## config.mk

```make
export PLATFORM = sky130hd
export DESIGN_NAME = mc_control_fsm_flat
export DESIGN_NICKNAME = d
export VERILOG_FILES = /design/src/rtl/mc_control_if.sv /design/src/rtl/mc_control_fsm.sv /design/src/flat_wrapper.sv
export SDC_FILE = /design/constraint.sdc
export NUM_CORES = 1
export LEC_CHECK = 0
export CAP_MARGIN = 10
export CORE_UTILIZATION = 40
export DETAILED_ROUTE_END_ITERATION = 7
export PLACE_DENSITY = 0.84
export SYNTH_ARGS = -nofsm -noshare
export SYNTH_HDL_FRONTEND = slang
export SYNTH_SLANG_ARGS = --single-unit
```

## constraint.sdc

```tcl
create_clock -name clk -period 2 [get_ports clk]
set_input_delay 0.5 -clock clk [delete_from_list [all_inputs] [get_ports clk]]
set_output_delay 0.5 -clock clk [all_outputs]
set_load 0.01 [all_outputs]
```

## src/rtl/mc_control_if.sv

```systemverilog
// Control bundle between the multi-cycle MIPS controller (master) and the datapath (slave):
// IR fields and ALU flags in, mux selects and write enables out.
interface mc_control_if #(
    parameter int ALU_OP_W = 4
);
    logic [5:0]          opcode;
    logic [5:0]          funct;
    logic                zeroFlag;
    logic                overflow;
    logic                memReady;
    logic [ALU_OP_W-1:0] aluOp;
    logic                aluSrcA;
    logic [1:0]          aluSrcB;
    logic                pcWrite;
    logic [1:0]          pcSource;
    logic                iorD;
    logic                memRead;
    logic                memWrite;
    logic                irWrite;
    logic                regDst;
    logic                memToReg;
    logic                regWrite;
    logic                excFlag;

    modport master (
        input  opcode, funct, zeroFlag, overflow, memReady,
        output aluOp, aluSrcA, aluSrcB, pcWrite, pcSource, iorD, memRead,
               memWrite, irWrite, regDst, memToReg, regWrite, excFlag
    );

    modport slave (
        output opcode, funct, zeroFlag, overflow, memReady,
        input  aluOp, aluSrcA, aluSrcB, pcWrite, pcSource, iorD, memRead,
               memWrite, irWrite, regDst, memToReg, regWrite, excFlag
    );
endinterface

```

## src/rtl/mc_control_fsm.sv

```systemverilog
// Multi-cycle MIPS main controller: Moore decode of state, memReady-stalled memory accesses.
// Define OVERFLOW_TRAP_EN to send signed-overflowing add/sub/addi to the EXC state.
module mc_control_fsm #(
    parameter int ALU_OP_W = 4,
    parameter int STATE_W  = 4
) (
    input  logic               clk,
    input  logic               rst_n,
    mc_control_if.master       bus,
    output logic [STATE_W-1:0] state
);
    typedef enum logic [STATE_W-1:0] {
        S_IDLE   = 0,
        S_FETCH  = 1,
        S_DECODE = 2,
        S_MEMADR = 3,
        S_MEMRD  = 4,
        S_MEMWB  = 5,
        S_MEMWR  = 6,
        S_EXEC   = 7,
        S_ALUWB  = 8,
        S_BRANCH = 9,
        S_JUMP   = 10,
        S_ADDIEX = 11,
        S_ADDIWB = 12,
        S_EXC    = 13
    } state_t;

    localparam logic [ALU_OP_W-1:0] ALU_AND = ALU_OP_W'(0);
    localparam logic [ALU_OP_W-1:0] ALU_OR  = ALU_OP_W'(1);
    localparam logic [ALU_OP_W-1:0] ALU_ADD = ALU_OP_W'(2);
    localparam logic [ALU_OP_W-1:0] ALU_SUB = ALU_OP_W'(3);
    localparam logic [ALU_OP_W-1:0] ALU_SLT = ALU_OP_W'(4);

    localparam logic [5:0] OP_RTYPE = 6'h00;
    localparam logic [5:0] OP_LW    = 6'h23;
    localparam logic [5:0] OP_SW    = 6'h2B;
    localparam logic [5:0] OP_BEQ   = 6'h04;
    localparam logic [5:0] OP_J     = 6'h02;
    localparam logic [5:0] OP_ADDI  = 6'h08;

    localparam logic [5:0] FN_ADD = 6'h20;
    localparam logic [5:0] FN_SUB = 6'h22;
    localparam logic [5:0] FN_AND = 6'h24;
    localparam logic [5:0] FN_OR  = 6'h25;
    localparam logic [5:0] FN_SLT = 6'h2A;

    function automatic logic funct_ok(input logic [5:0] f);
        return (f == FN_ADD) || (f == FN_SUB) || (f == FN_AND) ||
               (f == FN_OR)  || (f == FN_SLT);
    endfunction

    function automatic logic [ALU_OP_W-1:0] funct_alu(input logic [5:0] f);
        case (f)
            FN_SUB:  return ALU_SUB;
            FN_AND:  return ALU_AND;
            FN_OR:   return ALU_OR;
            FN_SLT:  return ALU_SLT;
            default: return ALU_ADD;
        endcase
    endfunction

    state_t              state_q, state_d;
    logic [ALU_OP_W-1:0] alu_op;
    logic                alu_src_a, pc_write, ior_d, mem_read, mem_write, ir_write;
    logic                reg_dst, mem_to_reg, reg_write, exc_flag;
    logic [1:0]          alu_src_b, pc_source;

    always_ff @(posedge clk or negedge rst_n) begin
        if (!rst_n) state_q <= S_IDLE;
        else        state_q <= state_d;
    end

    always_comb begin
        state_d    = state_q;
        alu_op     = '0;
        alu_src_a  = 1'b0;
        alu_src_b  = 2'd0;
        pc_write   = 1'b0;
        pc_source  = 2'd0;
        ior_d      = 1'b0;
        mem_read   = 1'b0;
        mem_write  = 1'b0;
        ir_write   = 1'b0;
        reg_dst    = 1'b0;
        mem_to_reg = 1'b0;
        reg_write  = 1'b0;
        exc_flag   = 1'b0;
        case (state_q)
            S_IDLE: state_d = S_FETCH;
            S_FETCH: begin
                mem_read  = 1'b1;
                alu_src_b = 2'd1;
                alu_op    = ALU_ADD;
                // IR and PC+4 are captured only on the cycle the read completes
                if (bus.memReady) begin
                    ir_write = 1'b1;
                    pc_write = 1'b1;
                    state_d  = S_DECODE;
                end
            end
            S_DECODE: begin
                alu_src_b = 2'd3;
                alu_op    = ALU_ADD;
                case (bus.opcode)
                    OP_RTYPE:     state_d = funct_ok(bus.funct) ? S_EXEC : S_FETCH;
                    OP_LW, OP_SW: state_d = S_MEMADR;
                    OP_BEQ:       state_d = S_BRANCH;
                    OP_J:         state_d = S_JUMP;
                    OP_ADDI:      state_d = S_ADDIEX;
                    default:      state_d = S_FETCH;
                endcase
            end
            S_MEMADR: begin
                alu_src_a = 1'b1;
                alu_src_b = 2'd2;
                alu_op    = ALU_ADD;
                state_d   = (bus.opcode == OP_SW) ? S_MEMWR : S_MEMRD;
            end
            S_MEMRD: begin
                mem_read = 1'b1;
                ior_d    = 1'b1;
                if (bus.memReady) state_d = S_MEMWB;
            end
            S_MEMWB: begin
                mem_to_reg = 1'b1;
                reg_write  = 1'b1;
                state_d    = S_FETCH;
            end
            S_MEMWR: begin
                mem_write = 1'b1;
                ior_d     = 1'b1;
                if (bus.memReady) state_d = S_FETCH;
            end
            S_EXEC: begin
                alu_src_a = 1'b1;
                alu_op    = funct_alu(bus.funct);
                state_d   = S_ALUWB;
`ifdef OVERFLOW_TRAP_EN
                if (bus.overflow && (bus.funct == FN_ADD || bus.funct == FN_SUB))
                    state_d = S_EXC;
`endif
            end
            S_ALUWB: begin
                reg_dst   = 1'b1;
                reg_write = 1'b1;
                state_d   = S_FETCH;
            end
            S_BRANCH: begin
                alu_src_a = 1'b1;
                alu_op    = ALU_SUB;
                pc_source = 2'd1;
                pc_write  = bus.zeroFlag;
                state_d   = S_FETCH;
            end
            S_JUMP: begin
                pc_source = 2'd2;
                pc_write  = 1'b1;
                state_d   = S_FETCH;
            end
            S_ADDIEX: begin
                alu_src_a = 1'b1;
                alu_src_b = 2'd2;
                alu_op    = ALU_ADD;
                state_d   = S_ADDIWB;
`ifdef OVERFLOW_TRAP_EN
                if (bus.overflow) state_d = S_EXC;
`endif
            end
            S_ADDIWB: begin
                reg_write = 1'b1;
                state_d   = S_FETCH;
            end
            S_EXC: begin
`ifdef OVERFLOW_TRAP_EN
                exc_flag  = 1'b1;
`else
                exc_flag  = 1'b0;
`endif
                pc_write  = 1'b1;
                pc_source = 2'd3;
                state_d   = S_FETCH;
            end
            default: state_d = S_FETCH;
        endcase
    end

`ifndef OVERFLOW_TRAP_EN
    logic unused_overflow;
    assign unused_overflow = bus.overflow;
`endif

    assign bus.aluOp    = alu_op;
    assign bus.aluSrcA  = alu_src_a;
    assign bus.aluSrcB  = alu_src_b;
    assign bus.pcWrite  = pc_write;
    assign bus.pcSource = pc_source;
    assign bus.iorD     = ior_d;
    assign bus.memRead  = mem_read;
    assign bus.memWrite = mem_write;
    assign bus.irWrite  = ir_write;
    assign bus.regDst   = reg_dst;
    assign bus.memToReg = mem_to_reg;
    assign bus.regWrite = reg_write;
    assign bus.excFlag  = exc_flag;
    assign state        = state_q;
endmodule

```

## src/flat_wrapper.sv

```systemverilog
// flat-port wrapper written by rule: the top's interface ports become plain ports
module mc_control_fsm_flat 
#(
    parameter int ALU_OP_W = 4,
    parameter int STATE_W  = 4
)
  (clk, rst_n, state, bus_opcode, bus_funct, bus_zeroFlag, bus_overflow, bus_memReady, bus_aluOp, bus_aluSrcA, bus_aluSrcB, bus_pcWrite, bus_pcSource, bus_iorD, bus_memRead, bus_memWrite, bus_irWrite, bus_regDst, bus_memToReg, bus_regWrite, bus_excFlag);
  mc_control_if #(.ALU_OP_W(ALU_OP_W)) bus_i ();
  input  logic clk;
  input  logic rst_n;
  output logic [STATE_W-1:0] state;
  input wire logic [$bits(bus_i.opcode)-1:0] bus_opcode;
  input wire logic [$bits(bus_i.funct)-1:0] bus_funct;
  input wire logic [$bits(bus_i.zeroFlag)-1:0] bus_zeroFlag;
  input wire logic [$bits(bus_i.overflow)-1:0] bus_overflow;
  input wire logic [$bits(bus_i.memReady)-1:0] bus_memReady;
  output wire logic [$bits(bus_i.aluOp)-1:0] bus_aluOp;
  output wire logic [$bits(bus_i.aluSrcA)-1:0] bus_aluSrcA;
  output wire logic [$bits(bus_i.aluSrcB)-1:0] bus_aluSrcB;
  output wire logic [$bits(bus_i.pcWrite)-1:0] bus_pcWrite;
  output wire logic [$bits(bus_i.pcSource)-1:0] bus_pcSource;
  output wire logic [$bits(bus_i.iorD)-1:0] bus_iorD;
  output wire logic [$bits(bus_i.memRead)-1:0] bus_memRead;
  output wire logic [$bits(bus_i.memWrite)-1:0] bus_memWrite;
  output wire logic [$bits(bus_i.irWrite)-1:0] bus_irWrite;
  output wire logic [$bits(bus_i.regDst)-1:0] bus_regDst;
  output wire logic [$bits(bus_i.memToReg)-1:0] bus_memToReg;
  output wire logic [$bits(bus_i.regWrite)-1:0] bus_regWrite;
  output wire logic [$bits(bus_i.excFlag)-1:0] bus_excFlag;
  assign bus_i.opcode = bus_opcode;
  assign bus_i.funct = bus_funct;
  assign bus_i.zeroFlag = bus_zeroFlag;
  assign bus_i.overflow = bus_overflow;
  assign bus_i.memReady = bus_memReady;
  assign bus_aluOp = bus_i.aluOp;
  assign bus_aluSrcA = bus_i.aluSrcA;
  assign bus_aluSrcB = bus_i.aluSrcB;
  assign bus_pcWrite = bus_i.pcWrite;
  assign bus_pcSource = bus_i.pcSource;
  assign bus_iorD = bus_i.iorD;
  assign bus_memRead = bus_i.memRead;
  assign bus_memWrite = bus_i.memWrite;
  assign bus_irWrite = bus_i.irWrite;
  assign bus_regDst = bus_i.regDst;
  assign bus_memToReg = bus_i.memToReg;
  assign bus_regWrite = bus_i.regWrite;
  assign bus_excFlag = bus_i.excFlag;
  mc_control_fsm #(.ALU_OP_W(ALU_OP_W), .STATE_W(STATE_W)) u_core (.clk(clk), .rst_n(rst_n), .bus(bus_i), .state(state));
endmodule
```

==> impl_metrics.env, run 1 <==
export IMPL_synth_async_reset_ratio=1.00
export IMPL_clock_tree_root_cell="sky130_fd_sc_hd__clkbuf_4"
export IMPL_netlist_cell_type_count=47
export IMPL_dpl_worst_slack_ns=-0.679
export IMPL_critPathKind="flop to output port"
export IMPL_power_share_sequential=0.114
export IMPL_post_layout_total_power_uw=1250
export IMPL_synth_yosys_warnings=0
export IMPL_violations_in_the_final_reports="design-rule violations, negative setup slack"
export IMPL_reg2reg_to="u_core.state[1]"
export IMPL_clock_path_buffers=2
export IMPL_initial_cell_density_of_the_core=0.439
export IMPL_power_report_internal_total_uw=672
export IMPL_skew_ns=0.00150
export IMPL_period_needed_ns=2.02
export IMPL_worstSkewPairLatency_ns=0.23
export IMPL_io_pins=39
export IMPL_critical_path_arrival_ns=1.52
export IMPL_via_count_of_the_first_global_routing_pass=991
export IMPL_ys_seq_area_frac=0.146
export IMPL_powerDensity_nw_per_um2=952
export IMPL_clk_pwr_share=0.076
export IMPL_irDropWorstVdd_v=0.000627
export IMPL_switchingPower_uw=577
export IMPL_grtUsageTotal=0.302
export IMPL_globalRoute_totalOverflow=0
export IMPL_startpoint_type="flop"
export IMPL_setup_tns_ns=-0.0352
export IMPL_drive_above_1_share=0.367
export IMPL_slew_viol_final=0
export IMPL_dpl_cell_area_um2=1240
export IMPL_syn_instance_count=101
export IMPL_mean_area_per_synthesized_cell_um2=6.78
export IMPL_final_nets=185
export IMPL_max_reg_flops=4
export IMPL_via_count=1111
export IMPL_count_of_flip_flops_with_a_built_in_enable_after_synthesis=0
export IMPL_cts_buffers_inserted=3
export IMPL_finalHoldViolCount=0
export IMPL_place_hpwl_um=1840
export IMPL_grt_pass1_wl_um=4310
export IMPL_num_rows=14
export IMPL_worstRegToRegCells=6
export IMPL_startpoint_of_the_most_critical_register_to_register_path="u_core.state[0]"
export IMPL_setup_violations_final=2
export IMPL_synthToLayoutAreaGrowth_pct=91.6
export IMPL_fp_coreArea_um2=1560
export IMPL_whs_ns=0.479
export IMPL_die_height_um=43.4
export IMPL_drt_iter0_markers=114
export IMPL_firstDrtPassIters=8
export IMPL_required_ns=1.50
export IMPL_layout_cell_area_excl_fill_um2=1310
export IMPL_route_detailed_drc=4
export IMPL_clk_pin_slew_ns=0.04
export IMPL_outcome="finished with violations"
export IMPL_netlist_area_um2=684
export IMPL_fmax_ghz=0.495
export IMPL_p_comb_frac=0.809
export IMPL_ys_seq_elements=4
export IMPL_min_period_over_period=1.01
export IMPL_count_of_antenna_diodes_in_the_layout=0
export IMPL_htree_levels=1
export IMPL_timing_hold_worst_class="input port to async pin"
export IMPL_critical_path_max_fanout=4
export IMPL_power_share_switching=0.462
export IMPL_cts_tree="done"
export IMPL_number_of_clock_sinks=4
export IMPL_final_antenna_net_count=0
export IMPL_fin_ws_ns=-0.0221
export IMPL_post_drt_via_cell_ratio=6.10
export IMPL_die_area_um2=1880
export IMPL_synth_flop_cell="sky130_fd_sc_hd__dfrtp_1"
export IMPL_gpl_final_weighted_congestion=0.857
export IMPL_io_buffer_count=35
export IMPL_die_width_um=43.4
export IMPL_route_detailed_wl_per_inst_um=17.6
export IMPL_grt_antenna_before_repair=0
export IMPL_maxCapViolations=0
export IMPL_postRouteWirelength_um=3210
export IMPL_power_leakage_uw=0.000646
export IMPL_timing_reg2reg_setup_slack_ns=0.35
export IMPL_end_kind="output port"
export IMPL_grt_max_degree=17
==> power by group through the flow <==
stage	registers (uW)	logic, uW	clock network, uW
floorplan	143	441	0
global placement	135	926	0
detailed placement	137	945	0
CTS	135	900	96.8
global route	146	1060	102
finish	143	1010	95.4
==> worst max-delay path, stage by stage, from the launching register on <==
cell and delay [ns]:
sky130_fd_sc_hd__dfrtp_1 0.44, sky130_fd_sc_hd__nand2b_4 0.18, sky130_fd_sc_hd__buf_4 0.15, sky130_fd_sc_hd__nor2_4 0.08
sky130_fd_sc_hd__nand4b_1 0.14, sky130_fd_sc_hd__a21boi_1 0.16, sky130_fd_sc_hd__buf_2 0.15
==> layer usage <==
layer  global-route usage  share of wire  up-vias
li1                     -              -      491
met1                0.350           0.36      500
met2                0.521           0.50       92
met3               0.0500          0.086       28
met4                0.181          0.051        0
met5                    0              0        -
==> cells in the mapped netlist (2+ instances only) <==
library cell | count | area (um2)
sky130_fd_sc_hd__nor2_1 | 15 | 56.3
sky130_fd_sc_hd__nand2_1 | 10 | 37.5
sky130_fd_sc_hd__a21oi_1 | 6 | 30.0
sky130_fd_sc_hd__nand2b_1 | 5 | 31.3
sky130_fd_sc_hd__dfrtp_1 | 4 | 100
sky130_fd_sc_hd__inv_1 | 4 | 15.0
sky130_fd_sc_hd__nor3_1 | 4 | 20.0
sky130_fd_sc_hd__buf_2 | 3 | 15.0
sky130_fd_sc_hd__nand3_1 | 3 | 15.0
sky130_fd_sc_hd__nor2b_1 | 3 | 18.8
sky130_fd_sc_hd__o21ai_0 | 3 | 15.0
sky130_fd_sc_hd__o21ai_1 | 3 | 15.0
sky130_fd_sc_hd__buf_4 | 2 | 15.0
sky130_fd_sc_hd__nand3b_1 | 2 | 15.0
sky130_fd_sc_hd__xor2_1 | 2 | 17.5
==> metrics by stage <==
step                      utilization  std cells
final                           0.841        182
after global routing            0.841        182
after CTS                       0.803        181
after detailed placement        0.795        175
after global placement          0.795        175
after floorplan                     -        102
==> cells in the final DEF, fill, tap and decap left out, types with 4 or more instances in the layout <==
cell,Yosys,layout
sky130_fd_sc_hd__nand2_1,10,10
sky130_fd_sc_hd__clkbuf_2,0,5
sky130_fd_sc_hd__o21ai_1,3,4
sky130_fd_sc_hd__dfrtp_1,4,4
sky130_fd_sc_hd__buf_2,3,4
sky130_fd_sc_hd__nor3_1,4,4
sky130_fd_sc_hd__inv_1,4,4
sky130_fd_sc_hd__clkdlybuf4s50_1,0,12
sky130_fd_sc_hd__nor2_1,15,13
sky130_fd_sc_hd__buf_4,2,31
sky130_fd_sc_hd__dlygate4sd2_1,0,9
sky130_fd_sc_hd__a21oi_1,6,4
==> area by class of cell <==
type	count	area [um2]
Inverter	4	15.0
Fill cell	97	248
Multi-Input combinational cell	87	597
Timing Repair Buffer	68	557
Tap cell	16	20.0
Sequential cell	4	100
Clock buffer	3	22.5
==> how the worst max path moves through the flow <==
stage | slack, ns | to | cells after the start | startpoint
3_3_place_gp | -0.60 | bus_aluOp[1] | 6 | bus_funct[1]
3_5_place_dp | -0.68 | bus_aluOp[1] | 6 | bus_funct[1]
5_1_grt | -0.07 | bus_aluOp[1] | 7 | bus_funct[2]
2_1_floorplan | 0.26 | bus_pcSource[1] | 5 | u_core.state[0]
4_1_cts | -0.21 | bus_aluOp[1] | 6 | bus_funct[2]
6_report | -0.02 | bus_aluOp[0] | 6 | u_core.state[3]
==> cell families after synthesis <==
| logic type | Yosys count | share of synthesized area |
|---|---|---|
| AND/OR/NAND/NOR | 52 | 0.411 |
| XOR/XNOR | 3 | 0.0384 |
| multiplexers | 2 | 0.0384 |
| flip-flops | 4 | 0.146 |
| other | 1 | 0.00548 |
| buffers and inverters | 11 | 0.0768 |
| AO/OA/AOI/OAI | 28 | 0.283 |
==> timing repair <==
item,4_1_cts,5_1_grt
hold buffers,0,0
resized for setup,35,27
pin swaps,3,8
gates cloned,0,0
setup buffers,3,1
endpoints found under the setup margin,16,10
No activity file was read; power rests on OpenSTA's default activity.
==> inputs of run 2 (changes only) <==
- SETUP_SLACK_MARGIN: not set -> 0.3
==> impl_metrics.env, run 2 <==
export IMPL_post_place_cells=178
export IMPL_ys_top_cells_by_area="sky130_fd_sc_hd__dfrtp_1, sky130_fd_sc_hd__nor2_1, sky130_fd_sc_hd__nand2_1, sky130_fd_sc_hd__nand2b_1, sky130_fd_sc_hd__a21oi_1"
export IMPL_netlist_cell_type_count=47
export IMPL_ys_seq_area_frac=0.146
export IMPL_initial_cell_density_of_the_core=0.439
export IMPL_error_line="[ERROR DPL-0038] Utilization greater than 100%, impossible to legalize"
export IMPL_cts_buffers_inserted=3
export IMPL_worst_path_end_type="primary output"
export IMPL_hold_buffers=0
export IMPL_num_rows=14
export IMPL_synthDominantAreaCellType="sky130_fd_sc_hd__dfrtp_1"
export IMPL_netlist_area_um2=684
export IMPL_synth_most_common_cell="sky130_fd_sc_hd__nor2_1"
export IMPL_io_buffer_count=35
export IMPL_die_height_um=43.4
export IMPL_clock_tree_root_cell="sky130_fd_sc_hd__clkbuf_4"
export IMPL_synth_flop_cell="sky130_fd_sc_hd__dfrtp_1"
export IMPL_place_hpwl_um=2120
export IMPL_clock_path_buffers=2
export IMPL_die_width_um=43.4
export IMPL_io_pins=39
export IMPL_htree_levels=1
export IMPL_gpl_final_weighted_congestion=0.876
export IMPL_synth_async_reset_ratio=1.00
export IMPL_postGrtWorstEndpoint="bus_pcWrite"
export IMPL_outcome="did not finish"
export IMPL_number_of_clock_sinks=4
export IMPL_grt_max_degree=10
export IMPL_synth_yosys_warnings=0
export IMPL_stop_stage="global routing"
export IMPL_count_of_flip_flops_with_a_built_in_enable_after_synthesis=0
export IMPL_syn_instance_count=101
export IMPL_mean_area_per_synthesized_cell_um2=6.78
export IMPL_ys_seq_elements=4
export IMPL_synth_top_cell_area_share=0.146
export IMPL_synth_common_cells="sky130_fd_sc_hd__nor2_1, sky130_fd_sc_hd__nand2_1, sky130_fd_sc_hd__a21oi_1"
## run 2: cell counts after synthesis
No cell type changed its count.
## run 2: logic make-up after synthesis
group / share of synthesized area
AOI/OAI and AO/OA: 0.283
xor gates and xnor gates: 0.0384
buffers and inverters: 0.0768
DFF: 0.146
muxes: 0.0384
other: 0.00548
and+or+nand+nor: 0.411
## run 2: metrics by stage
stage	utilization	hold WS, ns	cell area [um2]	worst slack (ns)
floorplan	-	0.204	692	0.339
global placement	0.811	0.698	1260	-0.586
detailed placement	0.811	0.695	1260	-0.661
CTS	0.918	0.477	1430	0.120
## run 2: what timing repair did
item,in CTS
setup endpoints to repair,22
buffers inserted,13
gates resized for setup,134
pin swaps,15
==> inputs of run 3 (changes only) <==
- CORE_AREA: not set -> 2 2 63 65
- CORE_UTILIZATION: 40 -> not set
- DIE_AREA: not set -> 0 0 65 67
- PLACE_DENSITY: 0.84 -> not set
- PLACE_DENSITY_LB_ADDON: not set -> 0.15
- SETUP_SLACK_MARGIN: 0.3 -> not set
==> impl_metrics.env, run 3 (same netlist as run 1, synthesis figures left out) <==
export IMPL_reg2reg_to="u_core.state[1]"
export IMPL_grt_antenna_before_repair=0
export IMPL_startpoint_of_the_most_critical_register_to_register_path="u_core.state[1]"
export IMPL_critical_path_top_delay_cell="sky130_fd_sc_hd__and4bb_2"
export IMPL_p_comb_frac=0.741
export IMPL_io_buffer_count=35
export IMPL_clk_pwr_share=0.140
export IMPL_htree_levels=1
export IMPL_power_report_internal_total_uw=686
export IMPL_worstRegToRegCells=6
export IMPL_crit_path_cell_trace="dlygate4sd2_1, and4bb_2, o21bai_1, a21oi_1, o21ai_1, buf_2"
export IMPL_critPathKind="input port to output port"
export IMPL_place_hpwl_um=2000
export IMPL_critical_path_buf_inv_count=2
export IMPL_postRouteWirelength_um=2490
export IMPL_final_util=0.357
export IMPL_route_detailed_wl_per_inst_um=11.8
export IMPL_required_ns=1.50
export IMPL_worst_path_dominant_cell_family="buffers and inverters"
export IMPL_clock_tree_root_cell="sky130_fd_sc_hd__clkbuf_8"
export IMPL_timing_reg2reg_setup_slack_ns=0.45
export IMPL_min_period_over_period=0.973
export IMPL_die_area_um2=4360
export IMPL_via_count_of_the_first_global_routing_pass=890
export IMPL_final_cell_mix="sky130_fd_sc_hd__buf_4, sky130_fd_sc_hd__nor2_1, sky130_fd_sc_hd__clkdlybuf4s50_1"
export IMPL_die_width_um=65
export IMPL_number_of_clock_sinks=4
export IMPL_skew_ns=0.0000628
export IMPL_drt_iter0_markers=30
export IMPL_critical_path_max_fanout=3
export IMPL_grt_max_degree=16
export IMPL_io_pins=39
export IMPL_dpl_worst_slack_ns=-0.646
export IMPL_clock_path_buffers=2
export IMPL_drive_above_1_share=0.333
export IMPL_powerDensity_nw_per_um2=924
export IMPL_count_of_antenna_diodes_in_the_layout=0
export IMPL_mostFrequentLayoutCell="sky130_fd_sc_hd__buf_4"
export IMPL_final_nets=181
export IMPL_startpoint_type="input port"
export IMPL_finalHoldViolCount=0
export IMPL_globalRoute_totalOverflow=0
export IMPL_maxCapViolations=0
export IMPL_gpl_final_weighted_congestion=0.864
export IMPL_power_share_switching=0.424
export IMPL_fmax_ghz=0.514
export IMPL_post_layout_total_power_uw=1190
export IMPL_end_kind="output port"
export IMPL_clk_pin_slew_ns=0.03
export IMPL_post_cts_repair_setup_buffers=0
export IMPL_max_reg_flops=4
export IMPL_grt_setup_unrepaired="no"
export IMPL_num_rows=22
export IMPL_grtUsageTotal=0.119
export IMPL_setup_violations_final=0
export IMPL_final_antenna_net_count=0
export IMPL_route_detailed_drc=0
export IMPL_power_leakage_uw=0.000608
export IMPL_firstDrtPassIters=4
export IMPL_worstSkewPairLatency_ns=0.21
export IMPL_initial_cell_density_of_the_core=0.190
export IMPL_fp_coreArea_um2=3610
export IMPL_slew_viol_final=0
export IMPL_crit_path_max_incr_delay_ns=0.29
export IMPL_cts_tree="done"
export IMPL_grt_pass1_wl_um=4060
export IMPL_post_drt_via_cell_ratio=4.44
export IMPL_irDropWorstVdd_v=0.000487
export IMPL_critical_path_arrival_ns=1.45
export IMPL_power_share_sequential=0.119
export IMPL_fillerInstances=417
export IMPL_outcome="complete, no violations"
export IMPL_via_count=932
export IMPL_period_needed_ns=1.95
export IMPL_switchingPower_uw=505
export IMPL_cts_buffers_inserted=3
export IMPL_timing_hold_worst_class="input port to async pin"
export IMPL_die_height_um=67
export IMPL_setup_tns_ns=0
export IMPL_fin_ws_ns=0.0549
export IMPL_synthToLayoutAreaGrowth_pct=88.3
run 3: layout make-up:
type	instances	area (um2)	area share
clock buffers	3	41.3	0.0320
well taps	48	60.1	0.0466
flip-flops and latches	4	101	0.0786
repair buffers	64	510	0.396
multi-input cells	87	561	0.435
inverters	4	15.0	0.0117
run 3: worst reg2reg max path, delay by kind of cell, from the launching register on:
family,cells,cell delay [ns]
flops,1,0.39
compound gates,3,0.61
buf+inv,2,0.32
simple gates,1,0.13
run 3: worst max-delay path by stage:
| stage | start | endpoint | slack, ns | depth (start not counted) |
|---|---|---|---|---|
| floorplan | u_core.state[0] | bus_pcSource[1] | 0.26 | 5 |
| global placement | bus_funct[1] | bus_aluOp[1] | -0.64 | 6 |
| detailed placement | bus_funct[1] | bus_aluOp[1] | -0.65 | 6 |
| CTS | bus_funct[4] | bus_aluOp[0] | -0.07 | 6 |
| global route | bus_funct[0] | bus_aluOp[1] | 0.002 | 6 |
| finish | bus_funct[0] | bus_aluOp[1] | 0.05 | 6 |
run 3: metrics by stage:
| step | area, um2 | instances | hold slack [ns] |
|---|---|---|---|
| floorplan | 688 | 102 | 0.204 |
| global placement | 1280 | 207 | 0.707 |
| detailed placement | 1280 | 207 | 0.711 |
| CTS | 1290 | 210 | 0.482 |
| global route | 1290 | 210 | 0.494 |
| finish | 1290 | 210 | 0.487 |
run 3: timing repair:
item                                   in CTS  in global routing
cloned                                      0                  0
pin swaps                                   2                  6
setup endpoints to repair                  18                  8
resized for setup                          40                 18
endpoints found under the hold margin       0                  0
hold buffers                                0                  0
run 3: power by group through the flow:
stage / combinational [uW] / clock, uW / sequential (uW)
after floorplan: 441 / 0 / 143
final: 882 / 167 / 142
after CTS: 882 / 174 / 139
after global placement: 951 / 0 / 138
after detailed placement: 954 / 0 / 138
after global routing: 972 / 180 / 148
run 3: metal layers:
metal	vias to the layer above	track usage	wire length, um
li1	485	-	-
met1	416	0.164	1200
met2	31	0.189	1150
met3	0	0.0287	141
met4	0	0.0239	0
met5	-	0	0
==> inputs of run 4 (changes only) <==
- TNS_END_PERCENT: not set -> 10
==> impl_metrics.env, run 4 (same netlist as run 1, synthesis figures left out) <==
export IMPL_globalRoute_totalOverflow=0
export IMPL_power_share_switching=0.420
export IMPL_violations_in_the_final_reports="negative setup slack"
export IMPL_cts_buffers_inserted=3
export IMPL_clock_tree_root_cell="sky130_fd_sc_hd__clkbuf_8"
export IMPL_post_layout_total_power_uw=1180
export IMPL_period_needed_ns=2.19
export IMPL_htree_levels=1
export IMPL_dpl_cell_area_um2=1280
export IMPL_firstDrtPassIters=4
export IMPL_cts_tree="done"
export IMPL_power_leakage_uw=0.000630
export IMPL_timing_hold_worst_class="input port to async pin"
export IMPL_outcome="finished with violations"
export IMPL_hold_buffers=0
export IMPL_fin_ws_ns=-0.193
export IMPL_end_kind="output port"
export IMPL_grt_pass1_wl_um=4060
export IMPL_post_cts_repair_setup_buffers=0
export IMPL_drt_iter0_markers=34
export IMPL_route_detailed_drc=0
export IMPL_count_of_antenna_diodes_in_the_layout=0
export IMPL_synthToLayoutAreaGrowth_pct=89.2
export IMPL_final_cell_mix="sky130_fd_sc_hd__buf_4, sky130_fd_sc_hd__clkdlybuf4s50_1, sky130_fd_sc_hd__nor2_1, sky130_fd_sc_hd__dlygate4sd2_1, sky130_fd_sc_hd__nand2_1"
export IMPL_reg2reg_to="u_core.state[1]"
export IMPL_route_detailed_wl_per_inst_um=11.8
export IMPL_via_count_of_the_first_global_routing_pass=886
export IMPL_final_cells=210
export IMPL_clk_pwr_share=0.142
export IMPL_power_share_sequential=0.118
export IMPL_startpoint_type="input port"
export IMPL_powerDensity_nw_per_um2=912
export IMPL_dpl_worst_slack_ns=-0.646
export IMPL_switchingPower_uw=496
export IMPL_via_count=929
export IMPL_num_rows=22
export IMPL_grtUsageTotal=0.119
export IMPL_maxCapViolations=0
export IMPL_crit_path_max_incr_delay_ns=0.47
export IMPL_post_place_cells=207
export IMPL_critPathKind="input port to output port"
export IMPL_skew_ns=0.000815
export IMPL_final_nets=181
export IMPL_setup_violations_final=4
export IMPL_clock_path_buffers=2
export IMPL_mostFrequentLayoutCell="sky130_fd_sc_hd__buf_4"
export IMPL_min_period_over_period=1.10
export IMPL_die_area_um2=4360
export IMPL_io_pins=39
export IMPL_power_report_internal_total_uw=685
export IMPL_io_buffer_count=35
export IMPL_worst_path_dominant_cell_family="buffers and inverters"
export IMPL_grt_setup_unrepaired="yes"
export IMPL_postRouteWirelength_um=2480
export IMPL_required_ns=1.50
export IMPL_timing_reg2reg_setup_slack_ns=0.44
export IMPL_place_hpwl_um=2000
export IMPL_grt_max_degree=16
export IMPL_p_comb_frac=0.740
export IMPL_die_width_um=65
export IMPL_post_drt_via_cell_ratio=4.42
export IMPL_fmax_ghz=0.456
export IMPL_grt_antenna_before_repair=0
export IMPL_worstRegToRegCells=6
export IMPL_number_of_clock_sinks=4
export IMPL_clk_pin_slew_ns=0.03
export IMPL_finalHoldViolCount=0
export IMPL_drive_above_1_share=0.296
export IMPL_gpl_final_weighted_congestion=0.864
export IMPL_final_antenna_net_count=0
export IMPL_initial_cell_density_of_the_core=0.190
export IMPL_critical_path_max_fanout=4
export IMPL_irDropWorstVdd_v=0.000473
export IMPL_layout_cell_area_excl_fill_um2=1290
export IMPL_worstSkewPairLatency_ns=0.22
export IMPL_die_height_um=67
export IMPL_crit_path_cell_trace="clkdlybuf4s50_1, buf_4, nor3b_2, o21bai_1, a21oi_1, o21ai_1, buf_2"
export IMPL_cp_startpoint="bus_funct[2]"
export IMPL_startpoint_of_the_most_critical_register_to_register_path="u_core.state[1]"
export IMPL_critical_path_arrival_ns=1.69
export IMPL_max_reg_flops=4
export IMPL_slew_viol_final=0
export IMPL_critical_path_top_delay_cell="sky130_fd_sc_hd__clkdlybuf4s50_1"
export IMPL_fp_coreArea_um2=3610
export IMPL_critical_path_buf_inv_count=3
run 4: cell count changes in the layout (fill, tap and decap cells not counted), sizes merged:
cell           delta
clkbuf            -5
dlygate4sd2       +2
clkdlybuf4s15     -1
dlymetal6s2s      +1
clkdlybuf4s50     +3
run 4: timing repair:
action | in CTS | in global routing
endpoints found under the hold margin | 0 | 0
pin swaps | 1 | 2
endpoints found under the setup margin | 18 | 11
gates resized for setup | 33 | 6
run 4: worst max path at each step:
stage,to,slack [ns],cells past startpoint
global route,bus_aluOp[1],-0.28,7
global placement,bus_aluOp[1],-0.64,6
detailed placement,bus_aluOp[1],-0.65,6
floorplan,bus_pcSource[1],0.26,5
CTS,bus_aluOp[1],-0.20,6
finish,bus_aluOp[1],-0.19,7
run 4: per-stage QoR:
stage,hold slack [ns],util,setup TNS [ns]
after detailed placement,0.711,0.355,-3.05
after global routing,0.494,0.359,-0.834
after global placement,0.707,0.355,-2.98
final,0.486,0.359,-0.402
after floorplan,0.204,-,0
after CTS,0.482,0.358,-0.747
run 4: power groups by stage:
stage / Sequential [uW] / Combinational [uW] / Clock (uW)
floorplan: 143 / 441 / 0
global placement: 138 / 951 / 0
detailed placement: 138 / 954 / 0
CTS: 137 / 888 / 174
global route: 144 / 966 / 180
finish: 139 / 874 / 168
run 4: cell type report:
cell class | instances | area (um2)
fill | 413 | 2310
timing repair buffer | 64 | 532
clock buffer | 3 | 41.3
sequential | 4 | 101
tap | 48 | 60.1
multi-input combinational | 87 | 546
inverter | 4 | 15.0
run 4: routing by layer:
layer,vias to the layer above,GRT usage,wire length [um]
li1,486,-,-
met1,410,0.163,1180
met2,33,0.191,1160
met3,0,0.0287,152
met4,0,0.0239,0
met5,-,0,0
